[config.mk]
export PLATFORM = sky130hd
export DESIGN_NAME = pit_irq_latch_flat
export DESIGN_NICKNAME = d
export VERILOG_FILES = /design/src/rtl/pit_irq_latch_if.sv /design/src/rtl/pit_irq_latch.sv /design/src/flat_wrapper.sv
export SDC_FILE = /design/constraint.sdc
export NUM_CORES = 1
export LEC_CHECK = 0
export BUFFER_PORTS_ARGS = -buffer_cell sky130_fd_sc_hd__buf_2
export CORE_AREA = 4 4 41 43
export CTS_CLUSTER_DIAMETER = 200
export DETAILED_ROUTE_END_ITERATION = 7
export DIE_AREA = 0 0 45 47
export GPL_TIMING_DRIVEN = 0
export PLACE_DENSITY = 0.63
export SLEW_MARGIN = 10
export SYNTH_ARGS = -nofsm -noshare
export SYNTH_HDL_FRONTEND = slang
export SYNTH_SLANG_ARGS = --single-unit
[constraint.sdc]
create_clock -name clk -period 2.2 [get_ports clk]
set_input_delay 0.11 -clock clk [delete_from_list [all_inputs] [get_ports clk]]
set_output_delay 0.11 -clock clk [all_outputs]
set_load 0.05 [all_outputs]
[src/rtl/pit_irq_latch_if.sv]
// pit_irq_latch_if: timer-event, host-handshake and status signals of pit_irq_latch.
interface pit_irq_latch_if #(parameter int CNT_W = 4);
  logic irq_pulse;
  logic irq_mask;
  logic ack_req;
  logic clr;
  logic irq_out;
  logic ack_ack;
  logic [CNT_W-1:0] pending_cnt;
  logic overrun;
  modport master (output irq_pulse, irq_mask, ack_req, clr, input irq_out, ack_ack, pending_cnt, overrun);
  modport slave  (input irq_pulse, irq_mask, ack_req, clr, output irq_out, ack_ack, pending_cnt, overrun);
endinterface

[src/rtl/pit_irq_latch.sv]
// pit_irq_latch: counts timer interrupt edges, raises a level irq, retires one event per 4-phase ack.
// Define PIT_IRQ_ACK_SYNC_EN to pass ack_req through a 2-flop synchronizer.
module pit_irq_latch #(parameter int CNT_W = 4) (
  input logic clk,
  input logic rst_n,
  pit_irq_latch_if.slave bus
);
  typedef enum logic {IDLE, ACKED} state_t;
  state_t state;
  logic irq_prev, ack_s, ev, dec, ovr;
  logic [CNT_W-1:0] cnt;
`ifdef PIT_IRQ_ACK_SYNC_EN
  logic [1:0] ack_sync;
  always_ff @(posedge clk or negedge rst_n)
    if (!rst_n) ack_sync <= '0;
    else ack_sync <= {ack_sync[0], bus.ack_req};
  assign ack_s = ack_sync[1];
`else
  assign ack_s = bus.ack_req;
`endif
  assign ev = bus.irq_pulse & ~irq_prev;
  // only the IDLE->ACKED transition retires an event, so a long ack_req costs one
  assign dec = (state == IDLE) & ack_s & (cnt != '0);
  always_ff @(posedge clk or negedge rst_n)
    if (!rst_n) begin
      irq_prev <= 1'b0;
      state <= IDLE;
    end else begin
      irq_prev <= bus.irq_pulse;
      state <= ack_s ? ACKED : IDLE;
    end
  always_ff @(posedge clk or negedge rst_n)
    if (!rst_n) begin
      cnt <= '0;
      ovr <= 1'b0;
    end else if (bus.clr) begin
      cnt <= '0;
      ovr <= 1'b0;
    end else if (ev && !dec) begin
      if (cnt == '1) ovr <= 1'b1;
      else cnt <= cnt + 1'b1;
    end else if (dec && !ev) begin
      cnt <= cnt - 1'b1;
    end
  assign bus.pending_cnt = cnt;
  assign bus.overrun = ovr;
  assign bus.ack_ack = (state == ACKED);
  assign bus.irq_out = (cnt != '0) & ~bus.irq_mask;
endmodule
[src/flat_wrapper.sv]
// flat-port wrapper written by rule: the top's interface ports become plain ports
module pit_irq_latch_flat 
#(parameter int CNT_W = 4)
  (clk, rst_n, bus_irq_pulse, bus_irq_mask, bus_ack_req, bus_clr, bus_irq_out, bus_ack_ack, bus_pending_cnt, bus_overrun);
  pit_irq_latch_if #(.CNT_W(CNT_W)) bus_i ();
  input logic clk;
  input logic rst_n;
  input wire logic [$bits(bus_i.irq_pulse)-1:0] bus_irq_pulse;
  input wire logic [$bits(bus_i.irq_mask)-1:0] bus_irq_mask;
  input wire logic [$bits(bus_i.ack_req)-1:0] bus_ack_req;
  input wire logic [$bits(bus_i.clr)-1:0] bus_clr;
  output wire logic [$bits(bus_i.irq_out)-1:0] bus_irq_out;
  output wire logic [$bits(bus_i.ack_ack)-1:0] bus_ack_ack;
  output wire logic [$bits(bus_i.pending_cnt)-1:0] bus_pending_cnt;
  output wire logic [$bits(bus_i.overrun)-1:0] bus_overrun;
  assign bus_i.irq_pulse = bus_irq_pulse;
  assign bus_i.irq_mask = bus_irq_mask;
  assign bus_i.ack_req = bus_ack_req;
  assign bus_i.clr = bus_clr;
  assign bus_irq_out = bus_i.irq_out;
  assign bus_ack_ack = bus_i.ack_ack;
  assign bus_pending_cnt = bus_i.pending_cnt;
  assign bus_overrun = bus_i.overrun;
  pit_irq_latch #(.CNT_W(CNT_W)) u_core (.clk(clk), .rst_n(rst_n), .bus(bus_i));
endmodule
### Word level (Yosys, flattened, before mapping)

Index checks and enable logic that the tools add are counted.
Widths: inputs -> output; s select.

| cells by class | value |
|---|---|
| equality and inequality tests | 2 |
| reductions and logical operators | 10 |
| $add $sub $neg | 2 |
| mux-type cells | 8 |
| bitwise gates (word level) | 7 |

Operator list:

| kind | number |
|---|---|
| $mux 4 | 4 |
| $add 4x1->4 const B | 1 |
| $and 1x1->1 | 4 |
| $eq 4x4->1 const B | 1 |
| $mux 1 | 4 |
| $reduce_and 2->1 | 2 |
| $reduce_bool 2->1 | 2 |
| $reduce_bool 4->1 | 1 |
| $sub 4x1->4 const B | 1 |
| $ne 3x3->1 const B | 1 |
| $not 1->1 | 3 |
| $reduce_bool 3->1 | 1 |
| $logic_and 1x1->1 | 2 |
| $logic_not 1->1 | 2 |

| storage, ports and cells | value |
|---|---|
| register bits | 7 |
| logic and storage cells | 33 |
| output and inout port bits | 7 |

### Depth between registers and ports, before layout

Gate-level depths: netlist of the first run.

| logic depth | value |
|---|---|
| depth after elaboration | 7 |
| mapped depth | 8 |
| depth with buffers taken out | 8 |

### Worst setup path before layout of the first run

No wires, ideal clock.

| path | value |
|---|---|
| path type | register to register |
| from | register u_core.cnt[1], in the netlist u_core.bus.pending_cnt[1] |
| to | register u_core.cnt[3], in the netlist u_core.bus.pending_cnt[3] |
| arrival | 2,401 ps |
| slack | -336 ps |
| cell stages (with the launch flop) | 9 |
| required time | 2,065 ps |
| clock period less this slack | 2,536 ps |
| cell sequence | dfrtp_1 -> or4_4 -> a21oi_1 -> inv_1 -> ha_1 -> a21oi_1 -> a21boi_0 -> mux2i_1 -> o311ai_1 |

| on the way | value |
|---|---|
| cells in the longest elaborated chain, start to end | 6 |
| elaborated cells between the ends (all ways) | 15 |
| classes of those cells | add/sub: 2; eq/ne: 2; mux: 4; bitwise: 1; reduce/logical: 6 |

RTL lines:

| item | line | text |
|---|---|---|
| start: declaration | pit_irq_latch.sv:11 | `logic [CNT_W-1:0] cnt;` |
| start signal: assignment | pit_irq_latch.sv:41 | `else cnt <= cnt + 1'b1;` |
| start signal: assignment | pit_irq_latch.sv:43 | `cnt <= cnt - 1'b1;` |
| parallel branches: the longest is 6 deep, another holds $sub 4x1->4 | -- |  |

Parallel ways; which one is timed is not known. The select of a mux whose other input is x is not followed.
A chain may end at the register's enable or synchronous reset.

### Worst setup path in the final report of the first run

| path | value |
|---|---|
| from | register u_core.cnt[0], in the netlist u_core.bus.pending_cnt[0] |
| to | register u_core.cnt[3], in the netlist u_core.bus.pending_cnt[3] |

Same word-level chain as after synthesis.

==> metrics.md, run 1 <==
| Metric | Value |
|---|---|
| Sequential cell area | `180 um^2` |
| Syn_area_per_cell | `9.93 um^2` |
| Via count | `428` |
| Global-route wire length before repair | `1900 um` |
| Worst min-delay path class | `input port to register` |
| Max Fanout on Critical Path | `4` |
| Buffers on Ports | `11` |
| Number of global-route vias before repair | `442` |
| Clock-pin slew on the worst setup and hold paths | `0.05 ns` |
| Final max-slew violation count | `0` |
| Yosys top cell by area | `sky130_fd_sc_hd__dfrtp_1` |
| Synth unique cells | `25` |
| Syn Nets | `55` |
| Effective utilization at floorplan | `35.1%` |
| Combined area of the multi-input logic cells | `292 um^2` |
| Portion of total power attributed to sequential cells | `28.6%` |
| Die Span X | `45 um` |
| Floorplan core area | `1300 um^2` |
| Ant diodes | `0` |
| Max-capacitance violation count | `0` |
| Min-Delay Path Depth | `2` |
| Net load switching power | `251 uW` |
| Filler Cells Inserted | `142` |
| Leakage | `0.000289 uW` |
| WP data required | `2.31 ns` |
| CTS tree | `yes` |
| Area share of the largest cell type after synthesis | `38.4%` |
| Die Area | `2120 um^2` |
| Most area-consuming cells after synthesis | `sky130_fd_sc_hd__dfrtp_1 38%, sky130_fd_sc_hd__ha_1 5.5%, sky130_fd_sc_hd__a211oi_4 4.4%` |
| Overall die height | `47 um` |
| Post-route cell area | `662 um^2` |
| GRT Util Overall | `12.8%` |
| Actual transition at the worst max-transition pin | `0.462 ns` |
| Final Hold Viols | `0` |
| Synthesized flop and latch total | `7` |
| Arrival time worst endpoint | `2.20 ns` |
| Number of antenna violations at the first check in global routing | `0` |
| Share of the cycle needed by the critical path after routing | `95.0%` |
| Half-perimeter wire length after placement | `794 um` |
| Combinational Power Share | `52.7%` |
| Setup repair after global routing missed its margin | `yes` |
| Result of the run | `finished, final reports clean` |
| Remaining routing DRC violations | `0` |
| Post-layout utilization of the core | `50.9%` |
| Clock Skews | `0.00345 ns` |
| Post-DR wirelength/cell | `12.7 um` |
| Drt initial violations | `10` |
| Clock group share of total power | `18.7%` |
| Final global-route overflow total | `0` |
| Root buf cell | `sky130_fd_sc_hd__clkbuf_4` |
| Setup Viol. Count Final | `0` |
| Detail-routed via count per cell | `5.16` |
| Reg2reg path depth | `8` |
| Minimum period implied by the final worst setup slack | `2.09 ns` |
| Synthesis warning total | `0` |
| Internal power | `343 uW` |
| Net count, final | `78` |
| Nature of the critical path startpoint | `register` |
| Min-delay src | `bus_clr` |
| Power after layout | `594 uW` |
| Worst setup EP type | `register` |
| Post-synthesis cell count | `46` |
| Placer's final routability congestion estimate | `0.795` |
| Reg-to-Reg Start | `u_core.bus.pending_cnt[0]` |
| Post-synthesis sequential area ratio | `38.4%` |
| Std cell rows | `13` |
| Worst skew pair latency | `0.24 ns` |
| Sw frac | `42.2%` |
| Sum of routed wire length over all layers | `1050 um` |
| Reg-to-reg slack, setup | `0.11 ns` |
| Fraction of layout cells with a size suffix above 1 | `45.6%` |
| Synthesis-to-finish area growth | `44.9%` |
| Worst flop-to-flop path endpoint | `u_core.bus.pending_cnt[3]` |
| Category of the critical setup timing path | `register to register` |
| Number of H-tree levels | `1` |
| Largest net degree at the start of global routing | `9` |
| Placed inst area | `576 um^2` |
| Worst supply voltage drop on vdd | `0.360 mV` |
| Pwr/cell area | `898 nW/um^2` |
| Worst-case clock buffer depth | `2` |
| Post-route ant nets | `0` |
| Number of I/O pins | `13` |
| Detailed-routing iteration count for the pre-antenna-repair pass | `4` |
| Max frequency | `478 MHz` |
| Number of buffers added by the clock tree synthesis step | `3` |
| Area of the mapped netlist | `457 um^2` |
| WHS Endpoint | `u_core.bus.overrun` |
| Clock Sink Count | `7` |
| Slew HR | `69.2%` |
worst max-delay path by stage:
| stage | startpoint | to |
|---|---|---|
| after floorplan | u_core.bus.pending_cnt[3] | u_core.bus.pending_cnt[3] |
| after global placement | u_core.bus.pending_cnt[0] | u_core.bus.pending_cnt[3] |
| after detailed placement | u_core.bus.pending_cnt[0] | u_core.bus.pending_cnt[3] |
| after CTS | u_core.bus.pending_cnt[0] | u_core.bus.pending_cnt[3] |
| after global routing | bus_ack_req | u_core.bus.pending_cnt[2] |
| final | u_core.bus.pending_cnt[0] | u_core.bus.pending_cnt[3] |
cell type report:
class,count,share of cell area [%]
Multi-Input combinational cell,33,44.0
Sequential cell,7,27.2
Timing Repair Buffer,18,17.4
Clock buffer,4,3.97
Tap cell,15,2.84
Buffer,2,2.27
Inverter,4,2.27
what timing repair did:
item                                   4_1_cts  5_1_grt
buffers inserted                             1        3
hold buffers                                 3        0
endpoints found under the hold margin        9        0
resized for setup                            0        0
setup endpoints to repair                    1        1
pin swaps                                    1        2
cell usage after synthesis (all sizes together):
cell and n:
a211oi 1, a21boi 1, a21oi 4, and3 1
and4 1, buf 1, clkbuf 1, dfrtp 7
fa 1, ha 2, inv 4, mux2i 1
nand2 1, nand2b 2, nand3 1, nand4 1
nor2 4, nor2b 2, nor3 2, o21a 1
o21ai 2, o311ai 1, o41ai 2, or4 1
xor2 1
worst max-delay path: stages, from the launching register on:
cell and delay, ns:
sky130_fd_sc_hd__dfrtp_2 0.42, sky130_fd_sc_hd__or4_4 0.58, sky130_fd_sc_hd__a21oi_4 0.16, sky130_fd_sc_hd__inv_2 0.06
sky130_fd_sc_hd__ha_1 0.21, sky130_fd_sc_hd__a21oi_4 0.19, sky130_fd_sc_hd__a21boi_1 0.08, sky130_fd_sc_hd__mux2i_1 0.13
sky130_fd_sc_hd__o311ai_1 0.12
cells by family (layout without fill, tap and decap cells):
kind of cell | after synthesis | count (layout) | synth area share [%]
compound gates | 12 | 12 | 20.0
xor+xnor | 1 | 1 | 1.92
fa+ha+maj | 3 | 3 | 9.86
buf+inv | 6 | 28 | 6.57
flops | 7 | 7 | 38.4
mux | 1 | 1 | 2.19
simple gates | 16 | 16 | 21.1
layout by cell type (no fill, tap or decap), drive strengths merged:
| cell type | synthesis | layout |
|---|---|---|
| buf | 1 | 16 |
| dfrtp | 7 | 7 |
| clkbuf | 1 | 5 |
| nor2 | 4 | 4 |
| inv | 4 | 4 |
| a21oi | 4 | 4 |
| dlygate4sd3 | 0 | 3 |
| nor2b | 2 | 2 |
| nand2b | 2 | 2 |
| o21ai | 2 | 2 |
| o41ai | 2 | 2 |
| nor3 | 2 | 2 |
| ha | 2 | 2 |
| or4 | 1 | 1 |
| nand3 | 1 | 1 |
| nand2 | 1 | 1 |
| and3 | 1 | 1 |
| a21boi | 1 | 1 |
| and4 | 1 | 1 |
| a211oi | 1 | 1 |
| mux2i | 1 | 1 |
| nand4 | 1 | 1 |
| o311ai | 1 | 1 |
| o21a | 1 | 1 |
| xor2 | 1 | 1 |
| fa | 1 | 1 |
registers in the layout (all words and copies together), names as in the netlist:
name / cells
u_core.bus.pending_cnt: 4
u_core.bus.ack_ack: 1
u_core.irq_prev: 1
u_core.bus.overrun: 1
power by group through the flow:
stage	Clock [uW]	Combinational (uW)	Sequential, uW
after floorplan	0	174	228
after CTS	117	288	173
after detailed placement	0	281	175
final	111	313	170
after global placement	0	276	174
after global routing	125	341	174
through the flow:
step	setup TNS [ns]	instances	worst slack (ns)	hold slack, ns
final	0	83	0.110	0.212
after floorplan	-0.00439	46	-0.00439	-0.186
after global placement	-0.00191	72	-0.00191	-0.0509
after global routing	-0.0328	83	-0.0167	0.247
after CTS	0	80	0.0570	0.208
after detailed placement	-0.0118	72	-0.0118	-0.0487
per-layer routing:
layer | share of wire [%] | track usage (%) | routed length, um
met5 | 0 | 0 | 0
met2 | 54 | 22.0 | 568
met4 | 1.7 | 10.5 | 18
met1 | 39 | 14.0 | 408
met3 | 5.2 | 1.92 | 55
(Power assumes the default switching activity.)
==> run 2: changes to the inputs <==
--- a/config.mk
+++ b/config.mk
@@ -11,7 +11,8 @@
 export DETAILED_ROUTE_END_ITERATION = 7
 export DIE_AREA = 0 0 45 47
 export GPL_TIMING_DRIVEN = 0
-export PLACE_DENSITY = 0.63
+export HOLD_SLACK_MARGIN = 0.12
+export PLACE_DENSITY = 0.61
 export SLEW_MARGIN = 10
 export SYNTH_ARGS = -nofsm -noshare
 export SYNTH_HDL_FRONTEND = slang
==> constraint.sdc (replaced) <==
create_clock -name clk -period 2.4 [get_ports clk]
set_input_delay 0.12 -clock clk [delete_from_list [all_inputs] [get_ports clk]]
set_output_delay 0.12 -clock clk [all_outputs]
set_load 0.05 [all_outputs]
==> metrics.md, run 2 (synthesis results as in run 1) <==
| Metric | Value |
|---|---|
| Result of the run | `finished, final reports clean` |
| Worst flop-to-flop path endpoint | `u_core.bus.pending_cnt[3]` |
| Setup repair after global routing missed its margin | `no` |
| Leakage | `0.000298 uW (+3.1%)` |
| Number of I/O pins | `13 (unchanged)` |
| Post-layout utilization of the core | `51.0% (+0.096 points)` |
| Most frequent standard cell in the layout excluding fill and tap cells | `sky130_fd_sc_hd__buf_2` |
| Worst skew pair latency | `0.25 ns (about the same)` |
| Number of global-route vias before repair | `401 (-9.3%)` |
| Setup Viol. Count Final | `0 (unchanged)` |
| Reg-to-reg slack, setup | `0.19 ns (+0.08 ns)` |
| Root buf cell | `sky130_fd_sc_hd__clkbuf_4` |
| Overall die height | `47 um (unchanged)` |
| Slew HR | `70.0% (+0.84 points)` |
| Fraction of layout cells with a size suffix above 1 | `42.9% (-2.7 points)` |
| Half-perimeter wire length after placement | `726 um (-8.6%)` |
| Share of the cycle needed by the critical path after routing | `92.0% (-3.0 points)` |
| Number of H-tree levels | `1 (unchanged)` |
| Largest net degree at the start of global routing | `9 (unchanged)` |
| Die Span X | `45 um (unchanged)` |
| Detail-routed via count per cell | `4.98 (-3.5%)` |
| Sum of routed wire length over all layers | `1010 um (-4.2%)` |
| Synthesis-to-finish area growth | `45.2%` |
| Ant diodes | `0 (unchanged)` |
| Commonest cells after routing, fill and taps aside | `11 x sky130_fd_sc_hd__buf_2, 6 x sky130_fd_sc_hd__buf_4, 4 x sky130_fd_sc_hd__inv_1, 4 x sky130_fd_sc_hd__nor2_1, 4 x sky130_fd_sc_hd__dfrtp_1` |
| Flip-flop count of the largest register after layout | `4 (unchanged)` |
| Critical path cell sequence | `or4_4 -> a21oi_4 -> inv_1 -> ha_4 -> a21oi_2 -> a21boi_0 -> mux2i_1 -> o311ai_1` |
| Detailed-routing iteration count for the pre-antenna-repair pass | `1 (-3)` |
| Worst-case clock buffer depth | `2 (unchanged)` |
| Global-route wire length before repair | `1750 um (-8.0%)` |
| Net count, final | `80 (+2.6%)` |
| Max Fanout on Critical Path | `5 (+1)` |
| Actual transition at the worst max-transition pin | `0.449 ns (-0.0126 ns)` |
| Arrival time worst endpoint | `2.34 ns (+0.14 ns)` |
| Pwr/cell area | `829 nW/um^2 (-7.7%)` |
| Worst supply voltage drop on vdd | `0.474 mV (+32%)` |
| Kind of cell adding the most delay to the critical path | `compound AO/OA/AOI/OAI gates` |
| Final global-route overflow total | `0 (unchanged)` |
| Max frequency | `453 MHz (-5.4%)` |
| Number of antenna violations at the first check in global routing | `0 (unchanged)` |
| Largest stage delay, worst path | `0.57 ns (about the same)` |
| Max-capacitance violation count | `0 (unchanged)` |
| Remaining routing DRC violations | `0 (unchanged)` |
| GRT Util Overall | `12.1% (-0.68 points)` |
| Worst setup EP type | `register` |
| Clock Skews | `0.00914 ns (+0.00569 ns)` |
| Floorplan core area | `1300 um^2 (unchanged)` |
| Final Hold Viols | `0 (unchanged)` |
| Slowest-stage cell, CP | `sky130_fd_sc_hd__or4_4` |
| Reg2reg path depth | `8 (unchanged)` |
| Via count | `423 (-1.2%)` |
| Hold_ws | `0.225 ns (+0.0126 ns)` |
| Die Area | `2120 um^2 (unchanged)` |
| Nature of the critical path startpoint | `register` |
| Number of buffers added by the clock tree synthesis step | `3 (unchanged)` |
| Buffers on Ports | `11 (unchanged)` |
| Post-route ant nets | `0 (unchanged)` |
| Post-route cell area | `663 um^2 (+0.19%)` |
| Placer's final routability congestion estimate | `0.685 (-14%)` |
| Worst min-delay path class | `input port to async pin` |
| Minimum period implied by the final worst setup slack | `2.21 ns (+0.119 ns)` |
| WP data required | `2.53 ns (+0.22 ns)` |
| Clock-pin slew on the worst setup and hold paths | `0.06 ns (about the same)` |
| Std cell rows | `13 (unchanged)` |
| Final max-slew violation count | `0 (unchanged)` |
| Post-DR wirelength/cell | `11.8 um (-6.4%)` |
| Effective utilization at floorplan | `35.1% (unchanged)` |
| Clock Sink Count | `7 (unchanged)` |
| Category of the critical setup timing path | `register to register` |
| Crit path buffers/inverters | `1 (unchanged)` |
| Placed inst area | `538 um^2 (-6.5%)` |
| CTS tree | `yes` |
| Reg-to-Reg Start | `u_core.bus.pending_cnt[3]` |
| Drt initial violations | `0 (-10)` |
[run 2: changes by cell type in the layout (fill, tap and decap cells not counted), sizes merged]
cell / delta
buf: +2
[run 2: final cells by class]
| class | instances | area [um^2] |
|---|---|---|
| timing repair buffer | 20 | 130 |
| fill | 137 | 638 |
| multi-input combinational | 33 | 279 |
| tap | 15 | 18.8 |
| inverter | 4 | 15.0 |
| sequential | 7 | 179 |
| buffer | 2 | 15.0 |
| clock buffer | 4 | 26.3 |
[run 2: how the worst max path moves through the flow]
stage	start	endpoint	slack (ns)	cells past startpoint
2_1_floorplan	u_core.bus.pending_cnt[1]	u_core.bus.pending_cnt[3]	0.02	8
3_3_place_gp	u_core.bus.pending_cnt[0]	u_core.bus.pending_cnt[3]	-0.02	8
3_5_place_dp	u_core.bus.pending_cnt[0]	u_core.bus.pending_cnt[3]	-0.03	8
4_1_cts	u_core.bus.pending_cnt[1]	u_core.bus.pending_cnt[3]	0.02	8
5_1_grt	u_core.bus.pending_cnt[3]	u_core.bus.pending_cnt[3]	0.04	8
6_report	u_core.bus.pending_cnt[3]	u_core.bus.pending_cnt[3]	0.19	8
[run 2: what timing repair did]
item | CTS | global route
gates resized for setup | 1 | 2
hold buffers | 3 | 0
setup endpoints to repair | 1 | 1
pin swaps | 0 | 3
setup buffers | 0 | 6
hold endpoints to repair | 9 | 0
[run 2: per-layer routing]
layer  share of wire, %  global-route usage (%)
met2                 50                    19.8
met3                6.3                    5.75
met5                  0                       0
met4                  0                    5.26
met1                 44                    13.6
[run 2: metrics by stage]
| stage | cells | setup TNS (ns) | setup slack (ns) | power [uW] |
|---|---|---|---|---|
| 4_1_cts | 79 | 0 | 0.0243 | 505 |
| 2_1_floorplan | 46 | 0 | 0.0217 | 338 |
| 6_report | 85 | 0 | 0.191 | 550 |
| 3_3_place_gp | 72 | -0.0226 | -0.0226 | 382 |
| 5_1_grt | 85 | 0 | 0.0445 | 591 |
| 3_5_place_dp | 72 | -0.0331 | -0.0331 | 385 |
[run 2: report_power, final]
part / leakage, uW / internal (uW) / total (uW) / switching [uW]
combinational: 0.000197 / 119 / 285 / 166
clock: 0.0000150 / 63.5 / 108 / 44.3
sequential: 0.0000864 / 136 / 157 / 21.3
